$ cat src/rtl/pipe_hazard_if.sv
// Hazard-control bundle between the pipeline datapath (master) and the
// stall/flush sequencer (slave).
interface pipe_hazard_if #(
    parameter int CNT_W = 32
);
    logic [4:0]       id_rs1;
    logic [4:0]       id_rs2;
    logic             id_rs1_used;
    logic             id_rs2_used;
    logic [4:0]       ex_rd;
    logic             ex_mem_read;
    logic             ex_branch_taken;
    logic             ex_mc_start;
    logic             pc_en;
    logic             ifid_en;
    logic             ifid_flush;
    logic             idex_en;
    logic             idex_flush;
    logic             exmem_flush;
    logic             mc_busy;
    logic [CNT_W-1:0] stall_cycles;

    modport master (
        output id_rs1, id_rs2, id_rs1_used, id_rs2_used, ex_rd,
               ex_mem_read, ex_branch_taken, ex_mc_start,
        input  pc_en, ifid_en, ifid_flush, idex_en, idex_flush,
               exmem_flush, mc_busy, stall_cycles
    );

    modport slave (
        input  id_rs1, id_rs2, id_rs1_used, id_rs2_used, ex_rd,
               ex_mem_read, ex_branch_taken, ex_mc_start,
        output pc_en, ifid_en, ifid_flush, idex_en, idex_flush,
               exmem_flush, mc_busy, stall_cycles
    );
endinterface

$ cat src/rtl/pipe_hazard_ctrl.sv
// Stall/flush sequencer for the 5-stage pipeline: load-use stalls, taken-branch
// flushes and multi-cycle EX holds, plus a saturating stall-cycle counter.
module pipe_hazard_ctrl #(
    parameter int MC_LAT = 4,
    parameter int CNT_W  = 32
) (
    input  logic         clk,
    input  logic         rst,
    pipe_hazard_if.slave hz
);
    localparam int CW = $clog2(MC_LAT);

    localparam logic [0:0] ST_RUN     = 1'b0;
    localparam logic [0:0] ST_MC_WAIT = 1'b1;

    logic [0:0]       state_q, state_d;
    logic [CW-1:0]    mc_cnt_q, mc_cnt_d;
    logic [CNT_W-1:0] stall_cycles_q, stall_cycles_d;

    logic [1:0][4:0] id_rs;
    logic [1:0]      id_used;
    logic [1:0]      src_hit;
    logic            load_use;

    logic pc_en, ifid_en, ifid_flush, idex_en, idex_flush, exmem_flush, mc_busy;

    assign id_rs   = {hz.id_rs2, hz.id_rs1};
    assign id_used = {hz.id_rs2_used, hz.id_rs1_used};

    for (genvar gi = 0; gi < 2; gi++) begin : g_src
        assign src_hit[gi] = id_used[gi] && (id_rs[gi] == hz.ex_rd);
    end

    // x0 is hardwired zero, so a load targeting it can never feed a consumer.
    assign load_use = hz.ex_mem_read && (hz.ex_rd != 5'd0) && (|src_hit);

    always_comb begin
        pc_en       = 1'b1;
        ifid_en     = 1'b1;
        ifid_flush  = 1'b0;
        idex_en     = 1'b1;
        idex_flush  = 1'b0;
        exmem_flush = 1'b0;
        mc_busy     = 1'b0;
        state_d     = state_q;
        mc_cnt_d    = mc_cnt_q;

        if (rst) begin
            pc_en       = 1'b0;
            ifid_en     = 1'b0;
            idex_en     = 1'b0;
            ifid_flush  = 1'b1;
            idex_flush  = 1'b1;
            exmem_flush = 1'b1;
            state_d     = ST_RUN;
            mc_cnt_d    = '0;
        end else if (state_q == ST_MC_WAIT) begin
            mc_busy = 1'b1;
            if (mc_cnt_q != '0) begin
                pc_en       = 1'b0;
                ifid_en     = 1'b0;
                idex_en     = 1'b0;
                exmem_flush = 1'b1;
                mc_cnt_d    = mc_cnt_q - CW'(1);
            end else begin
                state_d = ST_RUN;
            end
        end else if (hz.ex_branch_taken) begin
            // PC keeps moving to take the redirect; the two wrong-path slots are squashed.
            ifid_flush = 1'b1;
            idex_flush = 1'b1;
        end else if (hz.ex_mc_start) begin
            pc_en       = 1'b0;
            ifid_en     = 1'b0;
            idex_en     = 1'b0;
            exmem_flush = 1'b1;
            state_d     = ST_MC_WAIT;
            mc_cnt_d    = CW'(MC_LAT - 2);
        end else if (load_use) begin
            pc_en      = 1'b0;
            ifid_en    = 1'b0;
            idex_flush = 1'b1;
        end
    end

    always_comb begin
        stall_cycles_d = stall_cycles_q;
        if (!pc_en && (stall_cycles_q != {CNT_W{1'b1}})) begin
            stall_cycles_d = stall_cycles_q + CNT_W'(1);
        end
    end

    always_ff @(posedge clk) begin
        if (rst) begin
            state_q        <= ST_RUN;
            mc_cnt_q       <= '0;
            stall_cycles_q <= '0;
        end else begin
            state_q        <= state_d;
            mc_cnt_q       <= mc_cnt_d;
            stall_cycles_q <= stall_cycles_d;
        end
    end

    assign hz.pc_en        = pc_en;
    assign hz.ifid_en      = ifid_en;
    assign hz.ifid_flush   = ifid_flush;
    assign hz.idex_en      = idex_en;
    assign hz.idex_flush   = idex_flush;
    assign hz.exmem_flush  = exmem_flush;
    assign hz.mc_busy      = mc_busy;
    assign hz.stall_cycles = stall_cycles_q;
endmodule

$ cat src/flat_wrapper.sv
// flat-port wrapper written by rule: the top's interface ports become plain ports
module pipe_hazard_ctrl_flat 
#(
    parameter int MC_LAT = 4,
    parameter int CNT_W  = 32
)
  (clk, rst, hz_id_rs1, hz_id_rs2, hz_id_rs1_used, hz_id_rs2_used, hz_ex_rd, hz_ex_mem_read, hz_ex_branch_taken, hz_ex_mc_start, hz_pc_en, hz_ifid_en, hz_ifid_flush, hz_idex_en, hz_idex_flush, hz_exmem_flush, hz_mc_busy, hz_stall_cycles);
  pipe_hazard_if #(.CNT_W(CNT_W)) hz_i ();
  input  logic clk;
  input  logic rst;
  input wire logic [$bits(hz_i.id_rs1)-1:0] hz_id_rs1;
  input wire logic [$bits(hz_i.id_rs2)-1:0] hz_id_rs2;
  input wire logic [$bits(hz_i.id_rs1_used)-1:0] hz_id_rs1_used;
  input wire logic [$bits(hz_i.id_rs2_used)-1:0] hz_id_rs2_used;
  input wire logic [$bits(hz_i.ex_rd)-1:0] hz_ex_rd;
  input wire logic [$bits(hz_i.ex_mem_read)-1:0] hz_ex_mem_read;
  input wire logic [$bits(hz_i.ex_branch_taken)-1:0] hz_ex_branch_taken;
  input wire logic [$bits(hz_i.ex_mc_start)-1:0] hz_ex_mc_start;
  output wire logic [$bits(hz_i.pc_en)-1:0] hz_pc_en;
  output wire logic [$bits(hz_i.ifid_en)-1:0] hz_ifid_en;
  output wire logic [$bits(hz_i.ifid_flush)-1:0] hz_ifid_flush;
  output wire logic [$bits(hz_i.idex_en)-1:0] hz_idex_en;
  output wire logic [$bits(hz_i.idex_flush)-1:0] hz_idex_flush;
  output wire logic [$bits(hz_i.exmem_flush)-1:0] hz_exmem_flush;
  output wire logic [$bits(hz_i.mc_busy)-1:0] hz_mc_busy;
  output wire logic [$bits(hz_i.stall_cycles)-1:0] hz_stall_cycles;
  assign hz_i.id_rs1 = hz_id_rs1;
  assign hz_i.id_rs2 = hz_id_rs2;
  assign hz_i.id_rs1_used = hz_id_rs1_used;
  assign hz_i.id_rs2_used = hz_id_rs2_used;
  assign hz_i.ex_rd = hz_ex_rd;
  assign hz_i.ex_mem_read = hz_ex_mem_read;
  assign hz_i.ex_branch_taken = hz_ex_branch_taken;
  assign hz_i.ex_mc_start = hz_ex_mc_start;
  assign hz_pc_en = hz_i.pc_en;
  assign hz_ifid_en = hz_i.ifid_en;
  assign hz_ifid_flush = hz_i.ifid_flush;
  assign hz_idex_en = hz_i.idex_en;
  assign hz_idex_flush = hz_i.idex_flush;
  assign hz_exmem_flush = hz_i.exmem_flush;
  assign hz_mc_busy = hz_i.mc_busy;
  assign hz_stall_cycles = hz_i.stall_cycles;
  pipe_hazard_ctrl #(.MC_LAT(MC_LAT), .CNT_W(CNT_W)) u_core (.clk(clk), .rst(rst), .hz(hz_i));
endmodule
$ cat config.mk
export PLATFORM = sky130hd
export DESIGN_NAME = pipe_hazard_ctrl_flat
export DESIGN_NICKNAME = d
export VERILOG_FILES = /design/src/rtl/pipe_hazard_if.sv /design/src/rtl/pipe_hazard_ctrl.sv /design/src/flat_wrapper.sv
export SDC_FILE = /design/constraint.sdc
export NUM_CORES = 1
export LEC_CHECK = 0
export CAP_MARGIN = 40
export CELL_PAD_IN_SITES_DETAIL_PLACEMENT = 0
export CELL_PAD_IN_SITES_GLOBAL_PLACEMENT = 1
export CORE_MARGIN = 2
export CORE_UTILIZATION = 38
export CTS_CLUSTER_DIAMETER = 80
export DETAILED_ROUTE_END_ITERATION = 8
export PLACE_DENSITY_LB_ADDON = 0.1
export SLEW_MARGIN = 15
export SYNTH_ARGS = -nofsm -noshare
export SYNTH_HDL_FRONTEND = slang
export SYNTH_SLANG_ARGS = --single-unit
$ cat constraint.sdc
create_clock -name clk -period 3.9 [get_ports clk]
set_input_delay 0.585 -clock clk [delete_from_list [all_inputs] [get_ports clk]]
set_output_delay 0.585 -clock clk [all_outputs]
set_load 0.05 [all_outputs]
; ---- Word level (Yosys, flattened, before mapping)
; Index checks and enable logic that the tools add are counted.
[totals]
register_bits = 35
out_inout_bits = 39
inputBits = 22
[classes]
addsub = 2
muxes = 29
n_reduce_logical = 11
eq_ne = 5
[ops]
columns = operator, count
row1 = $add 32x1->32 const B, 1
row2 = $ne 32x32->1 const B, 1
row3 = $mux 1, 25
row4 = $eq 5x5->1, 2
row5 = $mux 2, 4
row6 = $logic_and 1x1->1, 5
row7 = $reduce_bool 5->1, 1
row8 = $reduce_bool 2->1, 2
row9 = $reduce_and 3->1, 1
row10 = $ne 2x1->1 const B, 1
row11 = $ne 2x2->1 const B, 1
row12 = $reduce_or 2->1, 1
row13 = $sub 2x1->2 const B, 1
row14 = $logic_not 1->1, 1

; ---- Logic depth before layout (Yosys ltp)
[depth]
ltp_word = 11
mapped_depth = 11

; ---- Worst setup path before layout
; OpenSTA, ideal clock, no wires.
[synth_timing]
kind = input-to-output
startpoint = input hz_ex_mc_start
endpoint = output hz_pc_en
required_ns = 3.315
path_buffers = 3
stages = 8
slack_ns = -0.348
arrival_ns = 3.663
path_cell_list = nor3b_2 nor3_1 inv_1 o21a_2 inv_2 buf_6 buf_4 buf_4
[synth_via]
elab_chain_cells = 4
[synth_rtl]
columns = item, line_no
row1 = from (decl), flat_wrapper.sv:18  ; input wire logic [$bits(hz_i.ex_mc_start)-1:0] hz_ex_mc_start;
row2 = $mux 1 (4 in series), --
row3 = to (decl), flat_wrapper.sv:19  ; output wire logic [$bits(hz_i.pc_en)-1:0] hz_pc_en;
; No other way between the ends.

; ---- Worst setup path in the final report
[layout_timing]
startpoint = input hz_ex_rd[1]
endpoint = output hz_pc_en
[layout_via]
elab_chain_cells = 9
[layout_rtl]
columns = item, line_no
row1 = from (decl), flat_wrapper.sv:15  ; input wire logic [$bits(hz_i.ex_rd)-1:0] hz_ex_rd;
row2 = $eq 5x5->1, pipe_hazard_ctrl.sv:31  ; assign src_hit[gi] = id_used[gi] && (id_rs[gi] == hz.ex_rd);
row3 = $logic_and 1x1->1, pipe_hazard_ctrl.sv:31
row4 = $reduce_or 2->1, pipe_hazard_ctrl.sv:35  ; assign load_use = hz.ex_mem_read && (hz.ex_rd != 5'd0) && (|src_hit);
row5 = $logic_and 1x1->1 (*), pipe_hazard_ctrl.sv:35
row6 = $mux 1 (*), pipe_hazard_ctrl.sv:79  ; end else if (load_use) begin
row7 = $mux 1 (*), pipe_hazard_ctrl.sv:72  ; end else if (hz.ex_mc_start) begin
row8 = $mux 1 (*), pipe_hazard_ctrl.sv:68  ; end else if (hz.ex_branch_taken) begin
row9 = $mux 1 (*), pipe_hazard_ctrl.sv:57  ; end else if (state_q == ST_MC_WAIT) begin
row10 = $mux 1 (*), pipe_hazard_ctrl.sv:48  ; if (rst) begin
; Mark *: on every way between the ends. The rest lies on a longest branch, timed or not.

==> impl_metrics.tcl <==
set metrics [dict create \
    route.detailed.drc 0 \
    core_area_mm2 0.00554 \
    dp_slack_ps 574 \
    clockRootBuffer "clkbuf_8" \
    syn-cell-area_mm2 0.00218 \
    ctsHoldBuffers 0 \
    overflow 0 \
    tritoncts "yes" \
    fin_ws_ps 634 \
    dieArea_mm2 0.00637 \
    p_leak_nw 0.954 \
    io_pins 61 \
    finalCoreUtilization 0.529 \
    final.fill_count 543 \
    first_global_vias 1905 \
    syn_nets 279 \
    ys_ff_latch 35 \
    avgViaCountPerCell 5.51 \
    tns_ps 0 \
    r2r-end "u_core.hz.stall_cycles[14]" \
    layout_commonest_cell "clkdlybuf4s50_1" \
    synthCells 255 \
    ant_nets 0 \
    track_usage 0.175 \
    clockBufferDepth 2 \
    stdcell_area_mm2 0.00293 \
    first_pass_iters 4 \
    crit_end "hz_pc_en" \
    r2r-start "u_core.mc_cnt_q[0]" \
    hpwlAfterDp_um 3890 \
    drtIter0Drc 108 \
    layout_common_cells "53 x clkdlybuf4s50_1, 35 x dfxtp_1, 20 x nor2_1, 20 x nand3_1, 18 x a21oi_1" \
    final-instance-count-excl-fill 383 \
    reg2regPathDepth 10 \
    area_delta_synth_final_pct 34.2 \
    crit_path_start "hz_ex_rd[1]" \
    cts.sinks 35 \
    worstHoldStart "u_core.mc_cnt_q[0]" \
    num_vias 2109 \
    postCtsSetupRepairBufs 0 \
    die_h_um 79.8 \
    grt_pass1_wl_um 8940 \
    powerDensity_mw_per_mm2 284 \
    fin_crit_sh 0.837 \
    dpl.cell_count 375 \
    htreeDepth 2 \
    min_path_type "reg -> reg" \
    grt_max_degree 48 \
    die_x_um 79.8 \
    drv_cap 0 \
    syn_avg_cell_area_um2 8.56 \
    fp-row-count 27 \
    path_clk_slew_ps 80 \
    clock_skew_ps 10.6 \
    final_max_slew_viol_count 0 \
    ys_types 44 \
    nets 334 \
    tightestPinTransition_ps 576 \
    end_kind "output pin" \
    yosysSeqAreaShare 0.321 \
    cp-start-kind "input port" \
    relSlewSlack 0.613 \
    clk_latency_ps 290 \
    cts_buffers 5 \
    finalCriticalPeriod_ps 3270 \
    ir_drop_uv 167 \
    crit_fanout 26 \
    post_cts_resized 0 \
    cp_data_required_time_ps 3310 \
    dpl_cell_area_mm2 0.00282 \
    hold_viol 0 \
    gp_congestion 0.744 \
    rsz0062_at_grt "no" \
    io_buffers 60 \
    wl_per_cell_um 13.9 \
    synth_warnings 0 \
    antenna_found_initial 0 \
    diodes 0 \
    run_status "complete, no violations" \
    regToRegSetupSlack_ps 1280 \
    setup_viol 0 \
    drive_above_1_share 0.148 \
    arrival_ps 2680 \
    initial_core_util 0.394 \
    critPathKind "in -> out" \
    drt_wl_total_um 5310 \
    fmax_mhz 306 \
]
==> critical path, cell delays in order <==
cell             delay [ps]
clkdlybuf4s50_1         470
or4_1                   540
o21ai_1                 200
o31ai_1                 110
o21a_2                  160
inv_2                   410
buf_12                  210
==> stage by stage <==
step	hold slack [ps]	power, mW
global placement	443	0.513
detailed placement	452	0.513
finish	460	0.833
floorplan	432	0.458
CTS	463	0.843
global route	476	0.866
==> report_power, final <==
| group | switching [mW] | internal [mW] | total (mW) |
|---|---|---|---|
| Sequential | 0.00452 | 0.361 | 0.366 |
| Clock | 0.138 | 0.190 | 0.329 |
| Combinational | 0.0791 | 0.0591 | 0.138 |
| Total | 0.222 | 0.611 | 0.833 |
==> kinds of logic after synthesis <==
kind of cell | synth area share
simple gates | 0.347
compound gates | 0.152
flops | 0.321
buf+inv | 0.0607
xor+xnor | 0.0441
mux | 0.0636
fa+ha+maj | 0.0115
==> worst min-delay path by stage <==
stage / endpoint / slack (ps) / cells after the start
final: u_core.mc_cnt_q[0] / 460 / 2
after global routing: u_core.mc_cnt_q[0] / 480 / 2
after CTS: u_core.mc_cnt_q[0] / 460 / 2
after detailed placement: u_core.mc_cnt_q[0] / 450 / 2
after global placement: u_core.mc_cnt_q[0] / 440 / 2
after floorplan: u_core.mc_cnt_q[0] / 430 / 2
==> state kept, by name, indices dropped and copies added, names as in the netlist <==
register,cells
u_core.hz.stall_cycles,32
u_core.mc_cnt_q,2
u_core.state_q,1
==> cell usage after synthesis <==
cell       n  share of area
dfxtp_1   35           0.32
nand3_1   20          0.046
nor2_1    20          0.034
a21oi_1   18          0.041
o31ai_1   17          0.058
or4_1     16          0.055
nand2_1   13          0.022
nor2b_1   10          0.029
xnor2_1   10          0.040
nand4_1    9          0.026
mux2_4     7          0.048
and3_1     6          0.017
clkbuf_1   6          0.010
nor3_2     6          0.028
or3_1      6          0.017
inv_1      5         0.0086
a21oi_2    4          0.016
and2_1     4          0.011
nor3_1     4         0.0092
o21ai_1    4         0.0092
buf_4      3          0.010
nor4_2     3          0.017
o21ai_0    3         0.0069
a21o_1     2         0.0069
and4_1     2         0.0080
buf_8      2          0.014
ha_1       2          0.011
mux2_2     2          0.010
a211oi_1   1         0.0034
and2_4     1         0.0040
and2b_1    1         0.0034
buf_1      1         0.0017
buf_12     1         0.0092
buf_6      1         0.0052
inv_2      1         0.0017
mux2_1     1         0.0052
nand4_2    1         0.0057
nor3b_2    1         0.0057
nor4_1     1         0.0029
o211ai_1   1         0.0034
o21a_2     1         0.0040
o22ai_1    1         0.0029
or3_4      1         0.0052
xor2_1     1         0.0040
==> layout make-up <==
cell class,count,area [um2],area share
clock buffer,5,68.8,0.0235
clock inverter,3,43.8,0.0150
inverter,6,22.5,0.00769
multi-input combinational,200,1360,0.463
sequential,35,701,0.239
tap,72,90.1,0.0308
timing repair buffer,62,648,0.221
==> routing by layer <==
metal,GRT usage,share of wire
met5,0,0
met2,0.288,0.47
met4,0.0559,0.015
met1,0.227,0.46
met3,0.0396,0.053
(Power assumes the default switching activity.)
